`src/rtl/cpu_types_pkg.sv`:
```
// rtl/cpu_types_pkg.sv - shared datapath types and limits for the register files
package cpu_types_pkg;

    localparam int RF_MAX_PORTS = 4;
    localparam int RF_ADDR_W    = 5;
    localparam int WORD_W       = 32;

    typedef logic [RF_ADDR_W-1:0] rf_sel_t;
    typedef logic [WORD_W-1:0]    word_t;

endpackage

```
`src/rtl/register_file_mp_if.sv`:
```
// rtl/register_file_mp_if.sv - read/write/issue bus of the multi-port register file
interface register_file_mp_if
    import cpu_types_pkg::*;
#(
    parameter int DATA_W = $bits(word_t),
    parameter int NREGS  = 2 ** $bits(rf_sel_t),
    parameter int ADDR_W = $clog2(NREGS),
    parameter int NREAD  = 2,
    parameter int NWRITE = 2
) ();

    logic [NREAD*ADDR_W-1:0]  rsel;
    logic [NREAD*DATA_W-1:0]  rdat;
    logic [NREAD-1:0]         rbusy;
    logic [NWRITE-1:0]        wen;
    logic [NWRITE*ADDR_W-1:0] wsel;
    logic [NWRITE*DATA_W-1:0] wdat;
    logic                     issue_en;
    logic [ADDR_W-1:0]        issue_sel;
    logic [NREGS-1:0]         busy_vec;
    logic                     wconflict;

    modport master (
        output rsel, wen, wsel, wdat, issue_en, issue_sel,
        input  rdat, rbusy, busy_vec, wconflict
    );

    modport slave (
        input  rsel, wen, wsel, wdat, issue_en, issue_sel,
        output rdat, rbusy, busy_vec, wconflict
    );

endinterface

```
`src/rtl/rf_scoreboard.sv`:
```
// rtl/rf_scoreboard.sv - per-register busy scoreboard for issue-stage hazard detection
module rf_scoreboard #(
    parameter int NREGS    = 32,
    parameter int NWRITE   = 2,
    parameter bit ZERO_REG = 1'b1,
    parameter int ADDR_W   = $clog2(NREGS)
) (
    input  logic                     CLK,
    input  logic                     RST,
    input  logic [NWRITE-1:0]        wen,
    input  logic [NWRITE*ADDR_W-1:0] wsel,
    input  logic                     issue_en,
    input  logic [ADDR_W-1:0]        issue_sel,
    output logic [NREGS-1:0]         wr_mask,
    output logic [NREGS-1:0]         iss_mask,
    output logic [NREGS-1:0]         busy_vec
);

    logic [NREGS-1:0] busy_next;

    always_comb begin
        wr_mask  = '0;
        iss_mask = '0;
        for (int j = 0; j < NWRITE; j++) begin
            if (wen[j]) wr_mask[wsel[j*ADDR_W +: ADDR_W]] = 1'b1;
        end
        if (issue_en && !(ZERO_REG && issue_sel == '0)) iss_mask[issue_sel] = 1'b1;
        // a same-cycle issue is a newer producer than the retiring write, so set beats clear
        busy_next = (busy_vec & ~wr_mask) | iss_mask;
        if (ZERO_REG) busy_next[0] = 1'b0;
    end

    always_ff @(posedge CLK or posedge RST) begin
        if (RST) busy_vec <= '0;
        else     busy_vec <= busy_next;
    end

endmodule

```
`src/rtl/register_file_mp.sv`:
```
// rtl/register_file_mp.sv - multi-port register file with bypass, write priority and scoreboard
module register_file_mp
    import cpu_types_pkg::*;
#(
    parameter int DATA_W   = $bits(word_t),
    parameter int NREGS    = 2 ** $bits(rf_sel_t),
    parameter int ADDR_W   = $clog2(NREGS),
    parameter int NREAD    = 2,
    parameter int NWRITE   = 2,
    parameter bit BYPASS   = 1'b1,
    parameter bit ZERO_REG = 1'b1
) (
    input logic               CLK,
    input logic               RST,
    register_file_mp_if.slave bus
);

    logic [DATA_W-1:0] regs [NREGS];
    logic [ADDR_W-1:0] wsel_a [NWRITE];
    logic [DATA_W-1:0] wdat_a [NWRITE];
    logic [NWRITE-1:0] wr_ok;
    logic              collide;
    logic [NREGS-1:0]  wr_mask;
    logic [NREGS-1:0]  iss_mask;
    logic [NREAD*DATA_W-1:0] rdat_w;
    logic [NREAD-1:0]        rbusy_w;

    always_comb begin
        collide = 1'b0;
        for (int j = 0; j < NWRITE; j++) begin
            wsel_a[j] = bus.wsel[j*ADDR_W +: ADDR_W];
            wdat_a[j] = bus.wdat[j*DATA_W +: DATA_W];
            wr_ok[j]  = bus.wen[j] && !(ZERO_REG && wsel_a[j] == '0);
        end
        // collisions on reg 0 still count even though the write itself is dropped
        for (int j = 0; j < NWRITE; j++) begin
            for (int k = j + 1; k < NWRITE; k++) begin
                if (bus.wen[j] && bus.wen[k] && wsel_a[j] == wsel_a[k]) collide = 1'b1;
            end
        end
    end

    // ascending port order: the last nonblocking write to an address, the highest port, wins
    always_ff @(posedge CLK or posedge RST) begin
        if (RST) begin
            for (int r = 0; r < NREGS; r++) regs[r] <= '0;
            bus.wconflict <= 1'b0;
        end else begin
            for (int j = 0; j < NWRITE; j++) begin
                if (wr_ok[j]) regs[wsel_a[j]] <= wdat_a[j];
            end
            bus.wconflict <= collide;
        end
    end

    rf_scoreboard #(
        .NREGS    (NREGS),
        .NWRITE   (NWRITE),
        .ZERO_REG (ZERO_REG),
        .ADDR_W   (ADDR_W)
    ) u_scoreboard (
        .CLK       (CLK),
        .RST       (RST),
        .wen       (bus.wen),
        .wsel      (bus.wsel),
        .issue_en  (bus.issue_en),
        .issue_sel (bus.issue_sel),
        .wr_mask   (wr_mask),
        .iss_mask  (iss_mask),
        .busy_vec  (bus.busy_vec)
    );

    always_comb begin : read_mux
        logic [ADDR_W-1:0] s;
        logic [DATA_W-1:0] d;
        logic              b;
        s       = '0;
        d       = '0;
        b       = 1'b0;
        rdat_w  = '0;
        rbusy_w = '0;
        for (int i = 0; i < NREAD; i++) begin
            s = bus.rsel[i*ADDR_W +: ADDR_W];
            d = regs[s];
            b = bus.busy_vec[s];
            if (BYPASS) begin
                for (int j = 0; j < NWRITE; j++) begin
                    if (bus.wen[j] && wsel_a[j] == s) d = wdat_a[j];
                end
                if (wr_mask[s] && !iss_mask[s]) b = 1'b0;
            end
            if (ZERO_REG && s == '0) d = '0;
            // bypass paths must not leak write data while reset holds storage cleared
            if (RST) begin
                d = '0;
                b = 1'b0;
            end
            rdat_w[i*DATA_W +: DATA_W] = d;
            rbusy_w[i]                 = b;
        end
    end

    assign bus.rdat  = rdat_w;
    assign bus.rbusy = rbusy_w;

endmodule

```
`src/flat_wrapper.sv`:
```
// flat-port wrapper written by rule: the top's interface ports become plain ports
module register_file_mp_flat import cpu_types_pkg::*;
#(
    parameter int DATA_W   = $bits(word_t),
    parameter int NREGS    = 2 ** $bits(rf_sel_t),
    parameter int ADDR_W   = $clog2(NREGS),
    parameter int NREAD    = 2,
    parameter int NWRITE   = 2,
    parameter bit BYPASS   = 1'b1,
    parameter bit ZERO_REG = 1'b1
)
  (CLK, RST, bus_rsel, bus_wen, bus_wsel, bus_wdat, bus_issue_en, bus_issue_sel, bus_rdat, bus_rbusy, bus_busy_vec, bus_wconflict);
  register_file_mp_if #(.DATA_W(DATA_W), .NREGS(NREGS), .ADDR_W(ADDR_W), .NREAD(NREAD), .NWRITE(NWRITE)) bus_i ();
  input logic CLK;
  input logic RST;
  input wire logic [$bits(bus_i.rsel)-1:0] bus_rsel;
  input wire logic [$bits(bus_i.wen)-1:0] bus_wen;
  input wire logic [$bits(bus_i.wsel)-1:0] bus_wsel;
  input wire logic [$bits(bus_i.wdat)-1:0] bus_wdat;
  input wire logic [$bits(bus_i.issue_en)-1:0] bus_issue_en;
  input wire logic [$bits(bus_i.issue_sel)-1:0] bus_issue_sel;
  output wire logic [$bits(bus_i.rdat)-1:0] bus_rdat;
  output wire logic [$bits(bus_i.rbusy)-1:0] bus_rbusy;
  output wire logic [$bits(bus_i.busy_vec)-1:0] bus_busy_vec;
  output wire logic [$bits(bus_i.wconflict)-1:0] bus_wconflict;
  assign bus_i.rsel = bus_rsel;
  assign bus_i.wen = bus_wen;
  assign bus_i.wsel = bus_wsel;
  assign bus_i.wdat = bus_wdat;
  assign bus_i.issue_en = bus_issue_en;
  assign bus_i.issue_sel = bus_issue_sel;
  assign bus_rdat = bus_i.rdat;
  assign bus_rbusy = bus_i.rbusy;
  assign bus_busy_vec = bus_i.busy_vec;
  assign bus_wconflict = bus_i.wconflict;
  register_file_mp #(.DATA_W(DATA_W), .NREGS(NREGS), .ADDR_W(ADDR_W), .NREAD(NREAD), .NWRITE(NWRITE), .BYPASS(BYPASS), .ZERO_REG(ZERO_REG)) u_core (.CLK(CLK), .RST(RST), .bus(bus_i));
endmodule
```
`config.mk`:
```
export PLATFORM = sky130hd
export DESIGN_NAME = register_file_mp_flat
export DESIGN_NICKNAME = d
export VERILOG_FILES = /design/src/rtl/cpu_types_pkg.sv /design/src/rtl/register_file_mp_if.sv /design/src/rtl/rf_scoreboard.sv /design/src/rtl/register_file_mp.sv /design/src/flat_wrapper.sv
export SDC_FILE = /design/constraint.sdc
export NUM_CORES = 2
export LEC_CHECK = 0
export BUFFER_PORTS_ARGS = -buffer_cell sky130_fd_sc_hd__buf_2
export CAP_MARGIN = 15
export CORE_AREA = 10 10 363 365
export DETAILED_ROUTE_END_ITERATION = 8
export DIE_AREA = 0 0 373 375
export HOLD_SLACK_MARGIN = 0.06
export PLACE_DENSITY_LB_ADDON = 0.1
export REMOVE_ABC_BUFFERS = 1
export SYNTH_ARGS = -nofsm -noshare
export SYNTH_HDL_FRONTEND = slang
export SYNTH_HIERARCHICAL = 1
export SYNTH_SLANG_ARGS = --single-unit
export TNS_END_PERCENT = 20
```
`constraint.sdc`:
```
create_clock -name CLK -period 64.8 [get_ports CLK]
set_input_delay 6.48 -clock CLK [delete_from_list [all_inputs] [get_ports CLK]]
set_output_delay 6.48 -clock CLK [all_outputs]
set_load 0.03 [all_outputs]
```
==> Word level (Yosys, flattened, before mapping) <==
Index checks and enable logic that the tools add are counted.
{ "classes": {"order_cmp": 14, "eq_ne": 5, "mux": 48, "bitwise_logic": 8, "reduce_logical": 26} }
{ "op_table": {"columns": ["operator", "n"], "rows": [
  ["$bwmux 1024", 2],
  ["$mux 1024", 2],
  ["$mux 32", 17],
  ["$bmux 32 s5", 2],
  ["$demux 32 s5", 2],
  ["$or 32x32->32", 2],
  ["$and 32x32->32", 1],
  ["$not 32->32", 1],
  ["$bmux 1 s5", 6],
  ["$lt 5x6->1 const B", 5],
  ["$eq 5x5->1", 5],
  ["$logic_not 5->1", 5],
  ["$ge 6x6->1 const B", 4],
  ["$not 5->6", 4],
  ["$logic_and 1x1->1", 16],
  ["$demux 1 s5", 3],
  ["$ge 5x1->1 const B", 3],
  ["$mux 1", 14],
  ["$lt 6x1->1 const B", 2],
  ["$logic_not 1->1", 5]
]} }
{ "totals": {"regBits": 1056, "in_bits": 94, "output_inout_bits": 99} }

==> Longest topological paths before layout <==
{ "logic_depth": {"ltp_word": 12, "ltp_mapped": 10, "depth_no_buf": 8} }

==> By module <==
Netlist, hierarchy kept.
{ "modules_own_cells": {"columns": ["module", "instances", "cells_per_inst", "area_per_inst_um2"], "rows": [
  ["register_file_mp", 1, 6494, 66105.9],
  ["rf_scoreboard", 1, 212, 1818.0]
]} }

==> Worst setup path before layout <==
No wires, ideal clock.
{ "synth_path": {"path_kind": "input-to-output", "startpoint": "in RST", "endpoint": "out bus_rdat[33]", "arrival_time_ns": 31.055, "required_time_ns": 58.320, "slack_ns": 27.265, "stages": 6, "path_buffers": 1, "cell_sequence": "inv_1 -> nand2_1 -> nor3_2 -> buf_2 -> nand2_1 -> o21ai_1"} }
{ "synth_between": {"elab_chain_cells": 1} }
{ "synth_rtl": {"columns": ["item", "line", "source"], "rows": [
  ["from (decl)", "flat_wrapper.sv:15", "input logic RST;"],
  ["$mux 32", "register_file_mp.sv:94", "if (RST) begin"],
  ["to (decl)", "flat_wrapper.sv:22", "output wire logic [$bits(bus_i.rdat)-1:0] bus_rdat;"]
]} }
Every way passes these cells.

==> Final worst setup path <==
{ "layout_path": {"startpoint": "in bus_rsel[5]", "endpoint": "out bus_rdat[43]"} }
{ "layout_between": {"elab_chain_cells": 8, "word_cells_on_any_way": 13} }
{ "layout_rtl": {"columns": ["item", "line", "source"], "rows": [
  ["from (decl)", "flat_wrapper.sv:16", "input wire logic [$bits(bus_i.rsel)-1:0] bus_rsel;"],
  ["$not 5->6 (implied by the code)", "register_file_mp.sv:84", "d = regs[s];"],
  ["$bmux 32 s5", "register_file_mp.sv:84", null],
  ["$mux 32 (implied by the code) (2 in a row)", "register_file_mp.sv:84", null],
  ["$mux 32 (2 in a row)", "register_file_mp.sv:88", "if (bus.wen[j] && wsel_a[j] == s) d = wdat_a[j];"],
  ["$mux 32 *", "register_file_mp.sv:92", "if (ZERO_REG && s == '0) d = '0;"],
  ["$mux 32 *", "register_file_mp.sv:94", null]
]} }
Mark *: on every way between the ends. The rest lies on a longest branch, timed or not. The select of a mux whose other input is x is not followed.

==> metrics <==
Final Skew 0 ns; worst skew pair latency 0.77 ns; Yosys reg bits 1056; clk slew on worst S/H paths 0.06 ns; CP Class in -> out; GR peak layer met2; Slew @ Worst Pin 1.34 ns; critical path, cell by cell buf_8 > buf_4 > buf_4 > buf_4 > mux4_2 > a221o_1 > nor2_1 > o21ai_1 > buf_2; layout overhead on the synthesized area 6.70%; Power Density 31.3 nW/um^2; worst path arrival time 10.75 ns; Register Area 26400 sq um; clk sinks 1056; Hold Crit Class reg -> reg; Worst setup SP type input pin; TritonCTS clock tree built; Final Wtd Congestion 0.890; CP peak stage delay 0.71 ns; grt total ovfl 0; # port buffers 191; final setup violation count 0; min cycle time layout 17.23 ns; met1 Use GR 49.4%; sequential area share after synthesis 38.9%; GRT Overall Usage 37.4%; Synthesis Warnings 6; vias in the first global route 54373; top cell type's share of synthesized area 38.9%; maxcap violations 0; LEAKAGE 29.9 nW; multi-input logic area 37700 sq um; Final Hold Vio Count 0; DRC viols 0; Area contributors post-synth dfrtp_1 39%, mux2i_1 15%, mux4_2 14%; Post-Route WL 270000 microns; Max Slew Vio Count 0; Nets 6384; CP Max Fanout 49; clock buffer depth 3; adder-cell area share of the yosys netlist 0%; vias per inst 7.15; mux share of post-synthesis cell area 30.3%; status completed; total CTS buffers 119; Post-Synth Simple-Gate Area 8.98%; most frequent cells in the layout 1056 x dfrtp_1, 1015 x mux2i_1, 789 x nor2_1; core area 125000 sq um; # fillers 10536; Post-Syn Area 67900 sq um; layout cells sized above 1 17.7%; # H-tree levels 3; Final Cycle Share 26.6%; unrepaired setup endpoints after global routing no; area leader, netlist dfrtp_1; Power, Total 2.27 mW; ys flop type dfrtp_1; largest net degree at the start of global routing 90; Worst slew margin 9.79%; Post-CTS Hold Fix Bufs 0; Req. time, crit path 58.32 ns; commonest non-fill, non-tap cell in the layout dfrtp_1; Die ar. 140000 sq um; DP HPWL 148000 microns; Post-synth EDFFs 0; initial drt markers 8778; VDD IR-drop max 0.0249 mV; CTS resizes 0; antenna viol nets, final 0; CP Capture Type primary output; die width 373 microns; # IOs 193; Die Span Y 375 microns; Avg Cell Area, Syn 10.1 sq um; fmax 58.0 MHz; post-placement cell area 68500 sq um; fin area 72500 sq um; largest family of logic cells by synthesized area multiplexers; Yosys cell types 77; Site Rows 130; Post-synth ARST share 100%; CP most frequent cell buf_4; initial core utilization 54.4%; via count 57466; XOR/XNOR share of the synthesized area 0.322%; Worst path slowest cell buf_4; Compound-Gate Fraction of Synth Area 15.3%; Setup TNS Final 0 ns; initial antenna violation count 12; Post-Syn Instances 6706; met3 Use GR 11.3%; first-pass GRT wire length 391000 microns; 1st-pass router iterations 8; met2 Usage GRT 55.5%; wire per inst 33.6 microns; Setup Fix Bufs, Post-CTS 0; clk root buf clkbuf_16
==> routing by layer <==
layer  wire length, microns  vias up
met5                     83        -
met4                  15000       12
met3                  35500      914
met2                 118000     4281
met1                 102000    28589
li1                       -    23670
==> cells by family after synthesis <==
| logic type | count (synthesis) |
|---|---|
| AO/OA/AOI/OAI | 1722 |
| AND/OR/NAND/NOR | 1458 |
| buffers and inverters | 936 |
| other | 1 |
| flip-flops | 1056 |
| XOR/XNOR | 25 |
| multiplexers | 1508 |
==> state kept, by name (all words and copies together) (netlist names) <==
signal,count
u_core/u_scoreboard/busy_vec,31
u_core/regs,1024
u_core/bus.wconflict,1
==> layout make-up <==
cell class | instances | share of cell area [%]
clock inverter | 32 | 0.556
inverter | 70 | 0.373
timing repair buffer | 328 | 2.83
tap | 1650 | 2.85
sequential | 1056 | 36.5
antenna | 5 | 0.0173
multi-input combinational | 4715 | 52.0
clock buffer | 183 | 4.89
==> Yosys cell counts, drive strengths merged (98+ instances only) <==
cell / n
o22ai: 130
a32oi: 134
nand2: 494
a21oi: 677
buf: 297
mux2i: 1015
nor2: 819
clkbuf: 569
a22oi: 98
dfrtp: 1056
mux4: 430
o21ai: 480
==> worst paths after layout <==
check                                        from                         endpoint  slack [ns]  cells past startpoint
worst min register to register  u_core/regs[1003]                u_core/regs[1003]        0.40                      0
worst max-delay path                  bus_rsel[5]                     bus_rdat[43]       47.57                      9
max in group asynchronous                     RST                 u_core/regs[295]       54.86                      6
worst min-delay path            u_core/regs[1003]                u_core/regs[1003]        0.40                      0
worst max register to register   u_core/regs[893]                 u_core/regs[893]       63.82                      3
min in group asynchronous                     RST  u_core/u_scoreboard/busy_vec[7]        5.81                      2
==> power by group <==
part	switching [mW]	internal, mW	leakage, nW	total (mW)
logic	0.303	0.297	15.1	0.600
clock network	0.298	0.401	1.94	0.700
registers	0.138	0.832	12.8	0.970
total	0.739	1.53	29.9	2.27
==> critical path, delay by kind of cell <==
kind / cells / cell delay (ns)
buffers and inverters: 5 / 2.65
multiplexers: 1 / 0.59
AND/OR/NAND/NOR: 1 / 0.25
AO/OA/AOI/OAI: 2 / 0.72
==> metrics by stage <==
step	utilization [%]	setup WS, ns	hold slack [ns]	std cells
2_1_floorplan	-	26.33	0.365	5841
4_1_cts	58.1	47.54	0.396	8033
6_report	58.1	47.57	0.396	8039
5_1_grt	58.1	47.31	0.405	8034
3_5_place_dp	54.9	47.56	0.383	7818
3_3_place_gp	54.9	47.58	0.377	7817
(Power assumes the default switching activity.)
